File: src/rtl/mem_arb_pkg.sv
// Shared types and helpers for the memory arbiter: FSM state encoding,
// transaction owner encoding and a constant-evaluable log2 helper.
package mem_arb_pkg;

    // Arbiter sequencing states; one memory transaction in flight at a time.
    typedef enum logic [1:0] {
        IDLE    = 2'd0,
        REQ     = 2'd1,
        RD_WAIT = 2'd2,
        WR_DATA = 2'd3
    } arb_state_e;

    // Which cache owns the transaction currently being sequenced.
    typedef enum logic {
        OWN_IC = 1'b0,
        OWN_DC = 1'b1
    } owner_e;

    // Ceiling log2, used for the beat counter and line-offset widths.
    // Returns at least 1 so derived vectors never collapse to zero width.
    function automatic int clog2(input int value);
        int result;
        result = 1;
        for (int i = 1; i < 31; i++) begin
            if ((1 << i) < value) begin
                result = i + 1;
            end
        end
        return result;
    endfunction

endpackage

File: src/rtl/mem_arb_picker.sv
// Grant picker for the memory arbiter. Decides which cache's pending request
// is accepted while the arbiter is idle and keeps the fairness state.
// Build option: MEM_ARB_RR_EN selects round-robin instead of dc-priority with
// a starvation guard for the icache.
module mem_arb_picker
    import mem_arb_pkg::*;
#(
    parameter int STARVE_MAX = 3
) (
    input  logic clk,
    input  logic reset,
    input  logic ic_valid,
    input  logic dc_valid,
    input  logic idle,
    output logic grant_ic,
    output logic grant_dc
);

`ifdef MEM_ARB_RR_EN

    owner_e last_owner;

    // Round-robin grant: on contention the last-granted owner loses.
    // NOTE: every output of an always_comb gets a default first, so no path can infer a latch.
    always_comb begin
        grant_ic = 1'b0;
        grant_dc = 1'b0;
        if (idle) begin
            if (ic_valid && dc_valid) begin
                grant_dc = (last_owner == OWN_IC);
                grant_ic = !grant_dc;
            end else begin
                grant_ic = ic_valid;
                grant_dc = dc_valid;
            end
        end
    end

    // Remember the last winner; resetting to icache lets dcache win the first tie.
    // NOTE: sequential state uses non-blocking assignments so all flops update together at the edge.
    always_ff @(posedge clk or negedge reset) begin
        if (!reset) begin
            last_owner <= OWN_IC;
        end else if (grant_ic) begin
            last_owner <= OWN_IC;
        end else if (grant_dc) begin
            last_owner <= OWN_DC;
        end
    end

`else

    localparam int CNT_W = clog2(STARVE_MAX + 1);
    localparam logic [CNT_W-1:0] CNT_MAX = CNT_W'(STARVE_MAX);

    logic [CNT_W-1:0] starve_cnt;
    logic             starved;

    // Dcache-priority grant, overridden for the icache once it has waited long enough.
    always_comb begin
        starved  = (starve_cnt == CNT_MAX);
        grant_ic = idle && ic_valid && (!dc_valid || starved);
        grant_dc = idle && dc_valid && !grant_ic;
    end

    // Count dcache wins while the icache is waiting; saturate at the limit.
    always_ff @(posedge clk or negedge reset) begin
        if (!reset) begin
            starve_cnt <= '0;
        end else if (grant_ic || !ic_valid) begin
            starve_cnt <= '0;
        end else if (grant_dc && !starved) begin
            starve_cnt <= starve_cnt + CNT_W'(1);
        end
    end

`endif

endmodule

File: src/rtl/mem_arbiter.sv
// Memory arbiter shared by the icache and dcache. Accepts one request at a
// time, issues it to memory with a rolling tag, then either collects the read
// beats for the owning cache or streams the dcache writeback beats.
// Build option: MEM_ARB_RR_EN (round-robin grant, see mem_arb_picker).
module mem_arbiter
    import mem_arb_pkg::*;
#(
    parameter int ADDR_W     = 32,
    parameter int DATA_W     = 128,
    parameter int BEATS      = 4,
    parameter int TAG_W      = 4,
    parameter int STARVE_MAX = 3
) (
    input  logic              clk,
    input  logic              reset,
    // icache refill requests
    input  logic              ic_req_valid,
    output logic              ic_req_ready,
    input  logic [ADDR_W-1:0] ic_req_addr,
    output logic              ic_resp_valid,
    output logic              ic_resp_last,
    // dcache refill / writeback requests
    input  logic              dc_req_valid,
    output logic              dc_req_ready,
    input  logic              dc_req_rnw,
    input  logic [ADDR_W-1:0] dc_req_addr,
    input  logic [DATA_W-1:0] dc_wdata,
    output logic              dc_wdata_ready,
    output logic              dc_resp_valid,
    output logic              dc_resp_last,
    // refill data shared by both caches
    output logic [DATA_W-1:0] resp_data,
    // memory port
    output logic              mem_req_valid,
    input  logic              mem_req_ready,
    output logic              mem_req_rnw,
    output logic [ADDR_W-1:0] mem_req_addr,
    output logic [TAG_W-1:0]  mem_req_tag,
    output logic              mem_wvalid,
    input  logic              mem_wready,
    output logic [DATA_W-1:0] mem_wdata,
    input  logic              mem_resp_valid,
    input  logic [TAG_W-1:0]  mem_resp_tag,
    input  logic [DATA_W-1:0] mem_resp_data,
    // status
    output logic              arb_busy,
    output logic              arb_err
);

    localparam int BEAT_W = clog2(BEATS);
    localparam int OFF_W  = clog2(BEATS * DATA_W / 8);
    localparam logic [BEAT_W-1:0] BEAT_LAST = BEAT_W'(BEATS - 1);
    localparam logic [ADDR_W-1:0] OFF_MASK  = ADDR_W'((1 << OFF_W) - 1);

    arb_state_e        state;
    arb_state_e        state_next;
    owner_e            owner_q;
    logic              rnw_q;
    logic [ADDR_W-1:0] addr_q;
    logic [TAG_W-1:0]  tag_q;
    logic [TAG_W-1:0]  txn_tag;
    logic [BEAT_W-1:0] beat_q;

    logic idle;
    logic grant_ic;
    logic grant_dc;
    logic req_fire;
    logic rd_beat;
    logic wr_beat;
    logic last_beat;

    // Ready is offered only while idle and never while reset is held.
    assign idle      = (state == IDLE) && reset;
    assign req_fire  = (state == REQ) && mem_req_ready;
    assign rd_beat   = (state == RD_WAIT) && mem_resp_valid && (mem_resp_tag == txn_tag);
    assign wr_beat   = (state == WR_DATA) && mem_wready;
    assign last_beat = (beat_q == BEAT_LAST);

    assign mem_req_rnw  = rnw_q;
    assign mem_req_addr = addr_q;
    assign mem_req_tag  = tag_q;

    mem_arb_picker #(
        .STARVE_MAX (STARVE_MAX)
    ) u_picker (
        .clk      (clk),
        .reset    (reset),
        .ic_valid (ic_req_valid),
        .dc_valid (dc_req_valid),
        .idle     (idle),
        .grant_ic (grant_ic),
        .grant_dc (grant_dc)
    );

    // FSM state register.
    always_ff @(posedge clk or negedge reset) begin
        if (!reset) begin
            state <= IDLE;
        end else begin
            state <= state_next;
        end
    end

    // Next-state decode and the handshake outputs that depend on the state.
    always_comb begin
        state_next     = state;
        ic_req_ready   = grant_ic;
        dc_req_ready   = grant_dc;
        mem_req_valid  = 1'b0;
        mem_wvalid     = 1'b0;
        dc_wdata_ready = 1'b0;
        mem_wdata      = '0;
        arb_busy       = (state != IDLE);
        case (state)
            IDLE: begin
                if (grant_ic || grant_dc) begin
                    state_next = REQ;
                end
            end
            REQ: begin
                mem_req_valid = 1'b1;
                if (mem_req_ready) begin
                    state_next = rnw_q ? RD_WAIT : WR_DATA;
                end
            end
            RD_WAIT: begin
                if (rd_beat && last_beat) begin
                    state_next = IDLE;
                end
            end
            WR_DATA: begin
                mem_wvalid     = 1'b1;
                dc_wdata_ready = mem_wready;
                mem_wdata      = dc_wdata;
                if (mem_wready && last_beat) begin
                    state_next = IDLE;
                end
            end
            default: begin
                state_next = IDLE;
            end
        endcase
    end

    // Latch the accepted request, advance the tag on each memory handshake,
    // and count data beats (the counter wraps to 0 after the final beat).
    always_ff @(posedge clk or negedge reset) begin
        if (!reset) begin
            owner_q <= OWN_IC;
            rnw_q   <= 1'b0;
            addr_q  <= '0;
            tag_q   <= '0;
            txn_tag <= '0;
            beat_q  <= '0;
        end else begin
            if (grant_dc) begin
                owner_q <= OWN_DC;
                rnw_q   <= dc_req_rnw;
                addr_q  <= dc_req_addr & ~OFF_MASK;
            end else if (grant_ic) begin
                owner_q <= OWN_IC;
                rnw_q   <= 1'b1;
                addr_q  <= ic_req_addr & ~OFF_MASK;
            end
            if (req_fire) begin
                txn_tag <= tag_q;
                tag_q   <= tag_q + TAG_W'(1);
            end
            if (rd_beat || wr_beat) begin
                beat_q <= beat_q + BEAT_W'(1);
            end
        end
    end

    // Register matching read beats and steer them to the owning cache only.
    always_ff @(posedge clk or negedge reset) begin
        if (!reset) begin
            ic_resp_valid <= 1'b0;
            ic_resp_last  <= 1'b0;
            dc_resp_valid <= 1'b0;
            dc_resp_last  <= 1'b0;
            resp_data     <= '0;
        end else begin
            ic_resp_valid <= rd_beat && (owner_q == OWN_IC);
            ic_resp_last  <= rd_beat && (owner_q == OWN_IC) && last_beat;
            dc_resp_valid <= rd_beat && (owner_q == OWN_DC);
            dc_resp_last  <= rd_beat && (owner_q == OWN_DC) && last_beat;
            if (rd_beat) begin
                resp_data <= mem_resp_data;
            end
        end
    end

    // Sticky error: any memory beat that is not a matching beat in RD_WAIT.
    always_ff @(posedge clk or negedge reset) begin
        if (!reset) begin
            arb_err <= 1'b0;
        end else if (mem_resp_valid && !rd_beat) begin
            arb_err <= 1'b1;
        end
    end

endmodule

File: config.mk
export PLATFORM = sky130hd
export DESIGN_NAME = mem_arbiter
export DESIGN_NICKNAME = d
export VERILOG_FILES = /design/src/rtl/mem_arb_pkg.sv /design/src/rtl/mem_arb_picker.sv /design/src/rtl/mem_arbiter.sv
export SDC_FILE = /design/constraint.sdc
export NUM_CORES = 1
export LEC_CHECK = 0
export BUFFER_PORTS_ARGS = -buffer_cell sky130_fd_sc_hd__buf_2
export CAP_MARGIN = 20
export CORE_AREA = 4 4 243 245
export DETAILED_ROUTE_END_ITERATION = 6
export DIE_AREA = 0 0 247 249
export PLACE_DENSITY = 0.41
export SLEW_MARGIN = 20
export SYNTH_ARGS = -nofsm -noshare
export SYNTH_HDL_FRONTEND = slang
export SYNTH_SLANG_ARGS = --single-unit
File: constraint.sdc
create_clock -name clk -period 1.9 [get_ports clk]
set_input_delay 0.285 -clock clk [delete_from_list [all_inputs] [get_ports clk]]
set_output_delay 0.285 -clock clk [all_outputs]
set_load 0.03 [all_outputs]
# After elaboration in Yosys (flattened, before gate mapping)
# Cells that the tools add are included.
# classes
eq_ne	10
mux	18
n_reduce_logical	31
n_addsub	3
bitwise	1
# op_table
cell	n
$mux 128	1
$mux 32	2
$logic_and 1x1->1	17
$mux 2	6
$eq 2x2->1 const B	4
$mux 1	8
$pmux 2 s4	1
$ne 2x1->1 const B	3
$reduce_bool 2->1	3
$logic_not 1->1	5
$add 2x1->2 const B	2
$add 4x1->4 const B	1
$eq 4x4->1	1
$logic_or 1x1->1	4
$reduce_and 4->1	1
$eq 2x1->1 const B	1
$logic_not 2->1	1
$ne 2x2->1 const B	1
$not 1->1	1
# totals
elab_cells	77
ff_bits	181
out_inout_bits	304
in_bits	332

# Depth between registers and ports, before layout
# logic_depth
ltp_word	9
ltp_mapped	7
depth_no_buf	5

# By module
# Synthesis repeated with hierarchy kept, for this count alone.
# hier_totals
cells_unflattened	643
area_unflattened_um2	8309.2
# by_module_without_submodules
mod	seq_area_each_um2	cells_each	area_per_inst_um2	n_inst
mem_arbiter	4329.2	629	8175.3	1
mem_arb_picker	50.0	14	133.9	1

# Worst setup path before layout
# No wires, ideal clock.
# synth_timing
path_kind	register -> register
from	register u_picker.starve_cnt[0]
to	register addr_q[22], in the netlist mem_req_addr[22]
setup_slack_ps	137
path_buffers	2
synth_period_minus_slack_ps	1763
required_time_ps	1773
stages_incl_launch_ff	8
arrival_time_ps	1636
setup_time_ps	127
cell_sequence	dfrtp_1 ha_1 nand2b_1 and3_1 buf_2 buf_2 a222oi_1 inv_1
# synth_between
elab_chain_cells	6
elab_cells_between_ends	7
classes_between	eq/ne (1); mux (1); reduce/logical (5)
# synth_lines
item	line	rtl
from (decl)	mem_arb_picker.sv:56	logic [CNT_W-1:0] starve_cnt;
from (signal assigned)	mem_arb_picker.sv:73	starve_cnt <= starve_cnt + CNT_W'(1);
$eq 2x2->1 (*)	mem_arb_picker.sv:61	starved = (starve_cnt == CNT_MAX);
$logic_or 1x1->1 (*)	mem_arb_picker.sv:62	grant_ic = idle && ic_valid && (!dc_valid || starved);
$logic_and 1x1->1 (*)	mem_arb_picker.sv:62	
net ic_req_ready	mem_arbiter.sv:18	output logic ic_req_ready,
$logic_not 1->1	mem_arb_picker.sv:63	grant_dc = idle && dc_valid && !grant_ic;
$logic_and 1x1->1	mem_arb_picker.sv:63	
$mux 32 / $reduce_bool 2->1 (equally long branches)	--	
to (signal assigned)	mem_arbiter.sv:159	addr_q <= dc_req_addr & ~OFF_MASK;
to (signal assigned)	mem_arbiter.sv:163	addr_q <= ic_req_addr & ~OFF_MASK;
to (decl)	mem_arbiter.sv:59	logic [ADDR_W-1:0] addr_q;
# The timed path passes the listed nets; every way through them passes the cells marked *.
# A chain may end at the register's enable or synchronous reset.

# Worst setup path in the final report
# layout_timing
from	register state[0]
to	output port ic_req_ready
# layout_between
elab_chain_cells	4
# layout_lines
item	line	rtl
from (decl)	mem_arbiter.sv:55	arb_state_e state;
from (signal assigned)	mem_arbiter.sv:100	state <= state_next;
$logic_not 2->1	mem_arbiter.sv:73	assign idle = (state == IDLE) && reset;
$logic_and 1x1->1	mem_arbiter.sv:73	
$logic_and 1x1->1 (2 in series)	mem_arb_picker.sv:62	
to (decl)	mem_arbiter.sv:18	
# Every way passes these cells.

==> reports/qor.yml <==
worstSetupStartpointType: "flip-flop"
drt_iter0_markers: 300
drtAntennaViolNets: 0
fill_cells: 6080
hold_class: "input port to flip-flop"
fmax_ghz: 0.471
syn_inst: 616
setup_ws_ps: -225
yosysSeqAreaShare: 0.531
gr-total-overflow: 0
final_area_um2: 15000
die_area_um2: 61500
hpwl_um: 31100
violations: "negative setup slack"
yosys_warnings: 0
final_cells: 2135
period_share: 1.12
final_common_cell: "buf_2"
crit_type: "flip-flop to primary output"
ir_drop_v: 0.000734
initial_core_util: 0.144
clk_latency_ps: 470
grt_max_degree: 96
p_leak_nw: 8.18
viasPerCell: 3.75
cts.sink_count: 175
num_rows: 88
htree_levels: 4
cts.clk_slew.worst_paths_ps: 80
grt_pass1_vias: 8350
arrival_ps: 1840
pre_cts_slack_ps: -117
finalWirelength_um: 41100
place_inst: 1980
power.density_nw_per_um2: 1560
fin_util: 0.262
antenna_found_initial: 13
status: "finished with violations"
dr.pass1.iters: 6
relSlewSlack: 0.621
mappedNetlistArea_um2: 8250
drc: 0
tightest_slew_ps: 568
crit_required_ps: 1620
maxCapViolCount: 0
maxSlewViolCount: 0
ys_types: 35
hold_viol: 0
setup_violations: 272
ys_seq_elements: 175
die_x_um: 247
cts.path.max_buffers: 2
die_h_um: 249
ff2ff_setup_slack_ps: -100
core-area_um2: 57100
grt_pass1_wl_um: 55200
drive_gt1_frac: 0.651
rsz0062_at_grt: "true"
dpl-instance-area_um2: 12300
fin_skew_ps: 8.62
cts_tree: "done"
grt_use_total: 0.122
fin_crit_ps: 2120
place_congestion: 0.838
numCtsBuffers: 17
route.vias.total: 8005
ioPinCount: 636
postSynthAreaPerCell_um2: 13.4
syn_to_final_growth_pct: 81.5
mostFrequentLayoutCells: "549 x buf_2, 173 x dfrtp_1, 99 x mux2_4"
wire_per_inst_um: 19.3
endpoint_kind: "primary output"
cts_root_buf: "clkbuf_16"
path_max_fanout: 10
port_buffers: 617
layout.nets: 1691
[power by group]
part	leakage (nW)	internal [mW]	switching, mW
clock network	0.298	1.91	1.77
registers	2.25	5.25	0.919
logic	5.63	5.45	8.09
total	8.18	12.6	10.8
[flip-flops by register name, indices dropped and copies added, names as in the netlist, 2 cells and up]
name and cells:
u_picker.starve_cnt 2, txn_tag 4, state 2, resp_data 128
mem_req_addr 26, mem_req_tag 4, beat_q 2
[kinds of logic after synthesis]
family	count (synthesis)	synth area share
mux	130	0.222
fa+ha+maj	3	0.00455
compound gates	37	0.0398
simple gates	174	0.126
other cells	1	0.000455
flops	175	0.531
buf+inv	88	0.0675
xor+xnor	8	0.00850
[per-stage QoR]
step	total power [mW]	hold WS [ps]	TNS [ps]
floorplan	13.9	-10.6	0
global placement	18.0	440	-247
detailed placement	18.1	439	-395
CTS	22.5	0.111	-26500
global route	24.6	10.4	-40110
finish	23.4	55.3	-18170
[cell usage after synthesis]
master	instances	area share
dfrtp_1	175	0.53
and3_1	133	0.10
mux2_4	98	0.18
clkbuf_1	34	0.015
mux2_2	31	0.042
inv_1	28	0.013
a222oi_1	26	0.032
nand2_1	22	0.010
buf_12	11	0.027
buf_4	9	0.0082
buf_2	5	0.0030
xnor2_1	4	0.0042
xor2_1	4	0.0042
a21oi_1	3	0.0018
ha_1	3	0.0046
nor2_1	3	0.0014
a21o_1	2	0.0018
and2_1	2	0.0015
nand2b_1	2	0.0015
nand3_1	2	0.0012
nor2b_1	2	0.0015
nor3_2	2	0.0024
o21ai_0	2	0.0012
or2_2	2	0.0015
a21boi_0	1	0.00091
a22oi_1	1	0.00091
buf_6	1	0.0014
conb_1	1	0.00045
mux2i_1	1	0.0012
nand4_1	1	0.00076
nand4b_1	1	0.0011
nor3b_1	1	0.00091
nor3b_2	1	0.0015
o21a_1	1	0.00091
o21ai_1	1	0.00061
[cell type report]
cell class / count / area [µm²] / area share
sequential: 175 / 4390 / 0.293
clock inverter: 14 / 168 / 0.0112
antenna: 1 / 2.50 / 0.000167
timing repair buffer: 776 / 5370 / 0.359
tap: 765 / 957 / 0.0639
multi-input combinational: 358 / 3540 / 0.237
clock buffer: 18 / 439 / 0.0293
inverter: 28 / 105 / 0.00702
[path summary, 6_finish.rpt]
kind | from | end | depth (start not counted)
max | state[0] | ic_req_ready | 4
min | dc_req_addr[24] | mem_req_addr[24] | 3
max reg2reg | state[0] | resp_data[115] | 7
min reg2reg | arb_err | arb_err | 1
max in group asynchronous | reset | state[0] | 3
min in group asynchronous | reset | u_picker.starve_cnt[1] | 3
[worst max-delay path, cell delays in order (launching register included)]
cell and delay [ps]:
dfrtp_4 490, buf_12 170, nor3b_4 300, and3_4 270, buf_6 130
[timing repair]
item	4_1_cts	5_1_grt
pin swaps	5	2
buffers inserted	6	8
gates cloned	1	14
endpoints found under the hold margin	256	0
gates resized for setup	65	180
hold buffers	93	0
setup endpoints to repair	190	282
[routing by layer]
layer | global-route usage | up-vias | wire length, µm
li1 | - | 3684 | -
met1 | 0.124 | 3790 | 14600
met2 | 0.214 | 450 | 20500
met3 | 0.0476 | 69 | 3950
met4 | 0.0652 | 12 | 2030
met5 | 0 | - | 74
(Power assumes the default switching activity.)
